<file path="config.mk">
export PLATFORM = sky130hd
export DESIGN_NAME = fetch_decode_stage
export DESIGN_NICKNAME = d
export VERILOG_FILES = /design/src/rtl/fetch_decode_stage.sv
export SDC_FILE = /design/constraint.sdc
export NUM_CORES = 1
export LEC_CHECK = 0
export CORE_ASPECT_RATIO = 1.2
export CORE_MARGIN = 4
export CORE_UTILIZATION = 40
export DETAILED_ROUTE_END_ITERATION = 10
export PLACE_DENSITY = 0.65
export SYNTH_ARGS = -nofsm -noshare
export SYNTH_HDL_FRONTEND = slang
export SYNTH_SLANG_ARGS = --single-unit
</file>
<file path="constraint.sdc">
create_clock -name clk -period 7.55 [get_ports clk]
set_input_delay 0.755 -clock clk [delete_from_list [all_inputs] [get_ports clk]]
set_output_delay 0.755 -clock clk [all_outputs]
set_load 0.005 [all_outputs]
</file>
<file path="src/rtl/fetch_decode_stage.sv">
// Sequential fetch from a 1-cycle imem into a small FIFO; the head is decoded under valid/ready.
// Define FETCH_PERF_CNT_EN to add the perf_fetched/perf_stall counter ports.
module fetch_decode_stage #(
  parameter int         ADDR_W     = 8,
  parameter int         FIFO_DEPTH = 2,
  parameter logic [3:0] HALT_OP    = 4'b1100
) (
  input  logic              clk,
  input  logic              rst_n,
  input  logic              start,
  input  logic [ADDR_W-1:0] start_addr,
  output logic              imem_req,
  output logic [ADDR_W-1:0] imem_addr,
  input  logic [15:0]       imem_rdata,
  output logic              dec_valid,
  input  logic              dec_ready,
  output logic [3:0]        opcode,
  output logic [3:0]        rd,
  output logic [3:0]        rs1,
  output logic [3:0]        rs2,
  output logic [7:0]        imm8,
  output logic [ADDR_W-1:0] pc_out,
  output logic              busy,
`ifdef FETCH_PERF_CNT_EN
  output logic              halted,
  output logic [15:0]       perf_fetched,
  output logic [15:0]       perf_stall
`else
  output logic              halted
`endif
);

  localparam int PW = (FIFO_DEPTH > 1) ? $clog2(FIFO_DEPTH) : 1;
  localparam int CW = $clog2(FIFO_DEPTH + 1);
  localparam logic [CW:0] DEPTH_C = (CW+1)'(FIFO_DEPTH);

  typedef enum logic [1:0] {
    S_IDLE,
    S_RUN,
    S_DRAIN,
    S_HALTED
  } state_e;

  typedef struct packed {
    logic [ADDR_W-1:0] pc;
    logic [15:0]       insn;
  } entry_t;

  state_e            state_q, state_d;
  logic [ADDR_W-1:0] pc_q, pc_d;
  logic              inflight_q, inflight_d;
  logic [CW-1:0]     count_q, count_d;
  logic [PW-1:0]     rptr_q, rptr_d;
  logic [PW-1:0]     wptr_q, wptr_d;
  entry_t            fifo_q [FIFO_DEPTH];
  entry_t            head;

  logic        run;
  logic        go;
  logic        ret;
  logic        ret_halt;
  logic        push;
  logic        pop;
  logic        issue;
  logic [CW:0] occ;

  function automatic logic [PW-1:0] nxt(input logic [PW-1:0] p);
    return (p == PW'(FIFO_DEPTH - 1)) ? '0 : p + PW'(1);
  endfunction

  assign run       = (state_q == S_RUN);
  assign go        = start & ((state_q == S_IDLE) | (state_q == S_HALTED));
  assign ret       = run & inflight_q;
  assign ret_halt  = ret & (imem_rdata[15:12] == HALT_OP);
  assign push      = ret & ~ret_halt;
  assign dec_valid = (count_q != '0);
  assign pop       = dec_valid & dec_ready;

  // Credit: entries held plus the word in flight, minus the one leaving now.
  assign occ = {1'b0, count_q}
             + {{CW{1'b0}}, inflight_q}
             - {{CW{1'b0}}, pop};

  assign issue = run & ~ret_halt & (occ < DEPTH_C);

  always_comb begin
    state_d = state_q;
    unique case (state_q)
      S_IDLE:   if (go) state_d = S_RUN;
      S_RUN:    if (ret_halt) state_d = S_DRAIN;
      S_DRAIN:  if (count_q == '0) state_d = S_HALTED;
      S_HALTED: if (go) state_d = S_RUN;
      default:  state_d = S_IDLE;
    endcase
  end

  always_comb begin
    pc_d       = pc_q;
    inflight_d = issue;
    count_d    = count_q;
    rptr_d     = rptr_q;
    wptr_d     = wptr_q;
    if (go) begin
      pc_d       = start_addr;
      inflight_d = 1'b0;
      count_d    = '0;
      rptr_d     = '0;
      wptr_d     = '0;
    end else begin
      if (issue) pc_d = pc_q + ADDR_W'(1);
      if (push)  wptr_d = nxt(wptr_q);
      if (pop)   rptr_d = nxt(rptr_q);
      count_d = count_q + CW'(push) - CW'(pop);
    end
  end

  always_ff @(posedge clk or negedge rst_n) begin
    if (!rst_n) begin
      state_q    <= S_IDLE;
      pc_q       <= '0;
      inflight_q <= 1'b0;
      count_q    <= '0;
      rptr_q     <= '0;
      wptr_q     <= '0;
      for (int i = 0; i < FIFO_DEPTH; i++) begin
        fifo_q[i] <= '0;
      end
    end else begin
      state_q    <= state_d;
      pc_q       <= pc_d;
      inflight_q <= inflight_d;
      count_q    <= count_d;
      rptr_q     <= rptr_d;
      wptr_q     <= wptr_d;
      // The returning word belongs to the address issued last cycle.
      if (push) begin
        fifo_q[wptr_q].pc   <= pc_q - ADDR_W'(1);
        fifo_q[wptr_q].insn <= imem_rdata;
      end
    end
  end

  assign head      = fifo_q[rptr_q];
  assign imem_req  = issue;
  assign imem_addr = pc_q;
  assign opcode    = dec_valid ? head.insn[15:12] : '0;
  assign rd        = dec_valid ? head.insn[11:8]  : '0;
  assign rs1       = dec_valid ? head.insn[7:4]   : '0;
  assign rs2       = dec_valid ? head.insn[3:0]   : '0;
  assign imm8      = dec_valid ? head.insn[7:0]   : '0;
  assign pc_out    = dec_valid ? head.pc          : '0;
  assign busy      = (state_q == S_RUN) | (state_q == S_DRAIN);
  assign halted    = (state_q == S_HALTED);

`ifdef FETCH_PERF_CNT_EN
  logic [15:0] fetched_q, fetched_d;
  logic [15:0] stall_q, stall_d;

  always_comb begin
    fetched_d = fetched_q;
    stall_d   = stall_q;
    if (go) begin
      fetched_d = '0;
      stall_d   = '0;
    end else begin
      if (push && fetched_q != 16'hFFFF) fetched_d = fetched_q + 16'd1;
      if (dec_valid && !dec_ready && stall_q != 16'hFFFF) stall_d = stall_q + 16'd1;
    end
  end

  always_ff @(posedge clk or negedge rst_n) begin
    if (!rst_n) begin
      fetched_q <= '0;
      stall_q   <= '0;
    end else begin
      fetched_q <= fetched_d;
      stall_q   <= stall_d;
    end
  end

  assign perf_fetched = fetched_q;
  assign perf_stall   = stall_q;
`endif

endmodule

</file>
==> reports/results.txt <==
For this run, the post-layout net count is 406. The critical path is of the reg2out type. Once the clock tree was built, the setup fixing pass inserted 0 buffers.

The initial standard-cell utilization of the core is 0.411. Maximum resistive drop on vdd: 0.209 mV. The class of the tightest hold or removal check was reg2reg.

The tools report the number of CTS-inserted buffers as 9. Setup repair after global routing left no endpoint under its margin. Minimum hold slack: 0.483 ns. The largest stage delay on the critical path was 0.88 ns; the post-synth net total was 345. For the share of the core filled with cells, the log shows 0.522.

The number of cell rows came out at 36. TritonCTS built the clock tree. The number of flip-flops and latches in the synthesized netlist is 63, and the number of nets with antenna violations after detailed routing is 0. Most instantiated flip-flop cell in the synthesis netlist: sky130_fd_sc_hd__dfrtp_1. The run gives 308 as the number of standard cells after synthesis. In this run the critical register-to-register path is launched from count_q[1]$_DFF_PN0_. The clock arrives with 0.00647 ns of skew.

The logic depth of the worst register-to-register path was 11. Setup slack on the worst reg-to-reg path comes out at 3.94 ns. The synthesized netlist occupies a cell area of 3350 um^2. The multi-input gate area in the final layout was 1570 um^2; the width of the die was 91.6 um. The number of different library cells used by synthesis comes to 44. Cell with the biggest individual delay on the critical path: sky130_fd_sc_hd__nor2_2.

The endpoint identified for the worst register-to-register timing path is imem_addr[5]$_DFFE_PN0P_. The total half-perimeter wirelength after legalization and detailed placement is 4770 um. The via count of the first global-routing pass is 2389, and the overall overflow remaining after global route is 0.

Max-cap violations in this run came to 0. For the initial antenna violation count, the log shows 0. The later pin in the worst-skew pair is clocked with a latency of 0.34 ns. In this run, synthesis inferred 0 flip-flops with an integrated enable. Share of layout cells above drive strength 1: 0.160. The critical path crosses 10 cells after its start point. Averaged over all synthesized cells, the footprint is 10.9 um^2.

For the number of vias in the routed layout, the log shows 2352. Traced cell by cell, the critical path runs through nor2_2 > inv_1 > and2_1 > ha_1 > nand2b_1 > fa_1 > xor2_1 > a211oi_2 > buf_4 > clkdlybuf4s50_1. The startpoint type of the worst setup path was a register. The number of failing setup endpoints in the final timing report came out at 0. Antenna diode instance count: 0.

In the layout the commonest cells are sky130_fd_sc_hd__clkdlybuf4s50_1 (70), sky130_fd_sc_hd__dfrtp_1 (63), sky130_fd_sc_hd__nor2_1 (37). At the pin with the least slew margin, the transition time is 1.10 ns. The data arrival time at the worst-slack endpoint was 3.99 ns; the CTS clock-pin slew for the worst setup and hold paths was 0.07 ns.

The minimum setup slack in the final design is 2.81 ns. The worst relative slew slack is 0.264, and the time the final worst path needs with I/O delays and setup is 4.74 ns. From synthesis to final layout, the design area changed by 27.0%. Once the clock tree was built, the resizer swapped 0 gates to a different size.

Counting the fill cells in the layout gives 745. The number of warnings issued by yosys was 0; the maximum fanout count along the critical path was 25. For the maximum root-to-sink buffer count, the log shows 2.

After floorplanning, the core was sized to cover 8150 um^2. The most frequent standard cell in the layout excluding fill and tap cells was sky130_fd_sc_hd__clkdlybuf4s50_1. The final number of max-transition violations came out at 0. The tools report the number of endpoints with negative hold slack in the final report as 0. For the final routed database, the setup TNS stands at 0 ns. Dividing total power by cell area gives a power density of 409 nW/um^2. At the placement stage, the worst setup path has a slack of 3.13 ns. After the first detailed-routing iteration, the DRC count stood at 74.

In this run the worst setup path terminates at imem_req. The tools report the beginning of the critical path as count_q[1]$_DFF_PN0_. The logs give 0.150 for the global-route usage over all layers and 211 MHz for the top achievable clock speed. For the global-route wire length before repair, the log shows 11800 um. For the required time of the worst setup path, the log shows 6.80 ns. Summed over all layers, the routed wires come to 7020 um. In this run the static leakage power is 0.00189 uW. The length of the first detailed-routing pass in iterations came out at 4. Boundary pin count: 72. The total area of sequential cells is 1580 um^2, and the floorplan die area is 9920 um^2.

The number of design rule violations left after detail routing is 0. The share of the clock period used by the worst path came out at 0.628. The total clock sinks was 63; the total of buffers placed on input and output ports was 71.

The fraction of registers with async set/reset works out to 1.00. The tools report the cell at the root of the clock tree as sky130_fd_sc_hd__clkbuf_8. The tools report the largest net degree at the start of global routing as 64. The sequential element share of the synthesized area was 0.470. Measured along the y axis, the die boundary spans 108 um.

After clock tree synthesis, the flow added hold-fix buffers numbering 0. The via density per instance works out to 4.82. The flow ran to the end, and the final reports show no timing, DRC or antenna violations. The H-tree was split into 3 levels. The critical path contains buffers and inverters numbering 3 combined. The category of cells accounting for the largest share of critical-path delay was simple AND/OR/NAND/NOR gates. The worst setup path is captured at an output pin. The routed wire length per instance works out to 14.4 um. The final RePlAce weighted congestion was 0.809.
==> flip-flops by register name (all words and copies together), names as in the netlist <==
register    flops
wptr_q          1
imem_addr       8
count_q         2
state_q         2
rptr_q          1
fifo_q         48
inflight_q      1
==> where the power goes <==
group,switching [uW],internal [uW],leakage [uW]
clock,133,160,0.0000981
combinational,351,495,0.00102
sequential,126,478,0.000775
==> routing by layer <==
| layer | track usage | vias to the layer above | wire, um |
|---|---|---|---|
| met5 | 0 | - | 0 |
| met3 | 0.0494 | 6 | 374 |
| li1 | - | 1158 | - |
| met4 | 0.0485 | 0 | 66 |
| met1 | 0.201 | 1121 | 3380 |
| met2 | 0.229 | 67 | 3190 |
==> cell usage after synthesis (all sizes together) (2+ instances only) <==
cell	instances	area, um^2
ha	8	100
buf	17	148
a21boi	2	15.0
clkbuf	8	30.0
o21ai	17	85.1
xor2	3	26.3
nor2	38	143
inv	9	33.8
mux2i	28	280
nor4	2	18.8
and2	7	43.8
xnor2	8	70.1
nand2	27	101
dfrtp	63	1580
nand2b	2	12.5
nor3	4	25.0
a21oi	9	45.0
nand3	6	30.0
mux2	32	413
==> metrics by stage <==
step	total power, uW	instance area, um^2	instances
6_report	1740	4260	488
5_1_grt	1880	4260	488
4_1_cts	1770	4260	488
3_5_place_dp	1470	4060	472
3_3_place_gp	1450	4060	472
2_1_floorplan	1100	3350	308
==> logic make-up after synthesis <==
| logic type | count (synthesis) | share of synthesized area |
|---|---|---|
| and+or+nand+nor | 97 | 0.138 |
| buffers and inverters | 34 | 0.0631 |
| xor gates and xnor gates | 11 | 0.0287 |
| adders and majority gates | 9 | 0.0358 |
| AOI/OAI and AO/OA | 34 | 0.0575 |
| DFF | 63 | 0.470 |
| muxes | 60 | 0.207 |
==> how the worst min path moves through the flow <==
| stage | startpoint | endpoint | slack [ns] | depth (start not counted) |
|---|---|---|---|---|
| global route | fifo_q[16]$_DFFE_PN0P_ | fifo_q[16]$_DFFE_PN0P_ | 0.51 | 2 |
| global placement | fifo_q[41]$_DFFE_PN0P_ | fifo_q[41]$_DFFE_PN0P_ | 0.46 | 2 |
| detailed placement | fifo_q[19]$_DFFE_PN0P_ | fifo_q[19]$_DFFE_PN0P_ | 0.47 | 2 |
| floorplan | fifo_q[41]$_DFFE_PN0P_ | fifo_q[41]$_DFFE_PN0P_ | 0.45 | 2 |
| finish | fifo_q[19]$_DFFE_PN0P_ | fifo_q[19]$_DFFE_PN0P_ | 0.48 | 2 |
| CTS | fifo_q[21]$_DFFE_PN0P_ | fifo_q[21]$_DFFE_PN0P_ | 0.49 | 2 |
==> worst reg2reg max path, delay by kind of cell (launching register included) <==
kind | cells | cell delay, ns
xor+xnor | 1 | 0.16
fa+ha+maj | 2 | 0.64
buf+inv | 2 | 0.37
flops | 1 | 0.46
compound gates | 3 | 0.60
simple gates | 3 | 1.27
==> final cells by class <==
cell class	count	share of cell area
flip-flops and latches	63	0.370
multi-input cells	211	0.369
repair buffers	75	0.173
well taps	114	0.0335
clock buffers	10	0.0323
clock inverters	6	0.0141
inverters	9	0.00793
No activity file was read; power rests on OpenSTA's default activity.
==> variant 1: new RTL, same settings <==
Take the reset off `pc_q` and load it in a clocked block of its own.
--- a/src/rtl/fetch_decode_stage.sv
+++ b/src/rtl/fetch_decode_stage.sv
@@ -117,7 +117,6 @@
   always_ff @(posedge clk or negedge rst_n) begin
     if (!rst_n) begin
       state_q    <= S_IDLE;
-      pc_q       <= '0;
       inflight_q <= 1'b0;
       count_q    <= '0;
       rptr_q     <= '0;
@@ -127,7 +126,6 @@
       end
     end else begin
       state_q    <= state_d;
-      pc_q       <= pc_d;
       inflight_q <= inflight_d;
       count_q    <= count_d;
       rptr_q     <= rptr_d;
@@ -138,6 +136,10 @@
         fifo_q[wptr_q].insn <= imem_rdata;
       end
     end
+  end
+
+  always_ff @(posedge clk) begin
+    pc_q <= pc_d;
   end
 
   assign head      = fifo_q[rptr_q];
Behaviour: not the same (a bounded check fails within 4 cycles, from zero or initial values and one cycle with rst_n low).
==> variant 1 against the unedited design <==
  * Global-route usage up 0.10 points
  * Setup slack better by 0.85 ns
  * Critical path depth unchanged
  * Final area decreased by 1.7%
  * Sequential power grew 5.5%
  * Cell count down 6.6%
  * Maximum frequency increased by 22%
  * Critical path type is now in -> out
  * Wire length down 2.4%
  * Synthesized area fell by 1.2%
  * Sequential cell count unchanged
  * Utilization is 0.62 points lower
  * Power shrank 1.4%
==> variant 1: results (changes against the unedited design) <==
metric;value;unit;change
status;completed;;
switching power total;0.0005994;W;-1.8%
WP data arrival;3.14;ns;-0.85 ns
die width;91.07;µm;-0.56%
final net count;395;;-2.7%
Async SR Flop Fraction;87.30;%;-13 points
routing usage on met1;18.69;%;-1.4 points
Inst Count DP;442;;-6.4%
Pwr per Cell Area;410.7;nW/µm²;+0.34%
P_clk;0.000260;W;-11%
Reg area;1617;µm²;+2.5%
syn_nets;336;;-2.6%
setup slack, reg-to-reg;4.86;ns;+0.92 ns
Fillers;739;;-0.81%
number of global-route vias before repair;2434;;+1.9%
reg2reg path depth;8;;-3
Netlist cell types;39;;-11%
largest net degree at the start of global routing;56;;-13%
initial DRC count;55;;-26%
non-filler cells, final;456;;-6.6%
Hold Slack;0.5021;ns;+0.01876 ns
Post-DP Area;4011;µm²;-1.2%
top post-synthesis cells by area;dfrtp_1 (42%), mux2_2 (13%), mux2i_1 (7.9%);;
Inverters;16;;+7
P_leak;1.838;nW;-2.7%
share of cells above drive strength 1;16.07;%;+0.024 points
hold wc startpoint;fifo_q[27];;
DR WL met3;302;µm;-19%
share of the yosys chip area belonging to registers;48.81;%;+1.8 points
FFs & Latches;63;;unchanged
hold worst-path end;fifo_q[27];;
Power Sequential;0.000638;W;+5.5%
mux cell area share after synthesis;20.78;%;+0.11 points
NonClk Buf Share;17.40;%;+0.13 points
VDD IR max;0.0002051;V;-1.8%
==> variant 1: worst max-delay path by stage <==
stage,end,cells past startpoint,from,slack [ns]
finish,imem_req,10,dec_ready,3.66
global route,imem_req,10,dec_ready,3.51
CTS,imem_req,10,dec_ready,3.65
detailed placement,imem_req,10,dec_ready,3.66
global placement,imem_req,10,dec_ready,3.71
floorplan,imem_req,8,dec_ready,4.69
==> variant 1: cells by family (layout without fill, tap and decap cells) <==
logic type / after synthesis / count (layout)
and+or+nand+nor: 73 / 73
adders and majority gates: 9 / 9
AOI/OAI and AO/OA: 39 / 39
xor gates and xnor gates: 9 / 9
muxes: 64 / 64
DFF: 63 / 63
buffers and inverters: 42 / 104
==> variant 1: worst max-delay path, cell delays in order <==
cell,delay (ns)
clkdlybuf4s50_1,0.46
o21ai_0,0.11
inv_1,0.11
ha_1,0.22
nand2b_1,0.16
fa_1,0.38
xnor2_1,0.15
o2111ai_1,0.20
inv_1,0.09
clkdlybuf4s50_1,0.50
==> variant 2: new RTL, same settings <==
Without the edit above. Change the parameter `ADDR_W` from 8 to 9.
--- a/src/rtl/fetch_decode_stage.sv
+++ b/src/rtl/fetch_decode_stage.sv
@@ -1,7 +1,7 @@
 // Sequential fetch from a 1-cycle imem into a small FIFO; the head is decoded under valid/ready.
 // Define FETCH_PERF_CNT_EN to add the perf_fetched/perf_stall counter ports.
 module fetch_decode_stage #(
-  parameter int         ADDR_W     = 8,
+  parameter int         ADDR_W     = 9,
   parameter int         FIFO_DEPTH = 2,
   parameter logic [3:0] HALT_OP    = 4'b1100
 ) (
Interface: changed (resized imem_addr, pc_out and start_addr); port bits go from 72 to 75. No check against the original RTL was run, so the function may have changed too.
==> variant 2 against the unedited design <==
  * Synthesized area increased by 5.3%
  * Power increased by 7.6%
  * Setup slack improved by 0.032 ns
  * Cell count increased by 5.3%
  * Sequential cell count increased by 3
  * Wire length increased by 4.4%
  * Final area increased by 4.9%
  * Clock power increased by 14%
  * Critical endpoint unchanged
  * Largest cell class unchanged
  * Highest routed layer unchanged
==> variant 2: results (changes against the unedited design) <==
metric;value;unit;change
vias;2548;;+8.3%
WP data arrival;3.95;ns;-0.04 ns
P_leak;1.892;nW;+0.14%
switching power total;0.0006588;W;+8.0%
Netlist cell types;39;;-11%
Fillers;806;;+8.2%
Setup WS pre-CTS;3.072;ns;-0.06162 ns
final net count;430;;+5.9%
Final Cycle Share;62.37;%;-0.43 points
share of cells above drive strength 1;15.87;%;-0.17 points
GP Congestion;0.7974;;-1.4%
skew final;0.008418;ns;+0.001951 ns
Post-DP Area;4240;µm²;+4.4%
post-synthesis register bit count;66;;+4.8%
Power Sequential;0.000635;W;+5.0%
largest net degree at the start of global routing;67;;+4.7%
non-filler cells, final;514;;+5.3%
VDD IR max;0.0002017;V;-3.5%
combinational share of power;48.4;%;about the same
share of the yosys chip area belonging to registers;46.76;%;-0.26 points
Avg Cell Area, Syn;10.67;µm²;-2.0%
WL final;7.324;mm;+4.4%
commonest cells in the netlist;dfrtp_1 (66), nor2_1 (41), mux2_2 (33), mux2i_1 (31), nand2_1 (29);;
syn_nets;369;;+7.0%
top post-synthesis cells by area;dfrtp_1 (47%), mux2_2 (11%), mux2i_1 (8.8%);;
max FFs per register;50;;+4.2%
setup slack, reg-to-reg;3.97;ns;+0.03 ns
clock network power share;17.8;%;+1.0 points
Port Buf Inserts;74;;+4.2%
status;completed;;
initial DRC count;142;;+92%
All-Layer GR Usage;14.80;%;-0.20 points
Inst Count DP;498;;+5.5%
crit-path max FO;26;;+4.0%
CP peak stage delay;0.84;ns;-0.04 ns
Async SR Flop Fraction;100.0;%;unchanged
relative slew slack;27.51;%;+1.1 points
min-delay worst type;reg -> reg;;
first-pass GRT wire length;12.39;mm;+4.9%
-- variant 2: cell count changes in the layout (fill, tap and decap cells not counted), sizes merged, moves of 2 or more --
cell	delta
a21oi	+2
nand4	+2
dfrtp	+3
clkdlybuf4s50	+3
and2	+2
nand2	+2
o21ai	+2
nand3	+4
nor2	+3
clkinv	-2
nor4	+3
mux2i	+3
-- variant 2: layout make-up --
cell class	instances	area, µm²	area share [%]
Multi-Input combinational cell	228	1643	36.78
Tap cell	117	146.4	3.277
Timing Repair Buffer	78	765.7	17.14
Inverter	9	33.78	0.7563
Sequential cell	66	1652	36.97
Clock buffer	10	137.6	3.081
Clock inverter	6	88.84	1.989
-- variant 2: routing by layer --
metal	wire, µm	vias up	global-route usage [%]
met2	3446	71	23.87
met4	123	0	5.106
met3	375	11	3.055
met1	3380	1224	19.60
li1	-	1242	-
met5	0	-	0
-- variant 2: how the worst min path moves through the flow --
stage,slack [ns],startpoint,endpoint,cells after the start
2_1_floorplan,0.45,fifo_q[24],fifo_q[24],2
3_3_place_gp,0.46,fifo_q[20],fifo_q[20],2
3_5_place_dp,0.47,fifo_q[16],fifo_q[16],2
4_1_cts,0.49,fifo_q[16],fifo_q[16],2
5_1_grt,0.52,fifo_q[17],fifo_q[17],2
6_report,0.49,fifo_q[16],fifo_q[16],2
-- variant 2: cells by family after synthesis --
family,after synthesis,share of synthesized area (%)
mux,64,19.31
compound gates,35,5.597
xor+xnor,12,2.976
simple gates,108,15.16
buf+inv,37,6.801
flops,66,46.76
fa+ha+maj,9,3.401
-- variant 2: critical path: cells and delay by family, from the launching register on --
kind	cells	cell delay, ns
and+or+nand+nor	3	1.25
AOI/OAI and AO/OA	1	0.20
DFF	1	0.46
xor gates and xnor gates	1	0.16
adders and majority gates	2	0.66
buffers and inverters	3	0.91
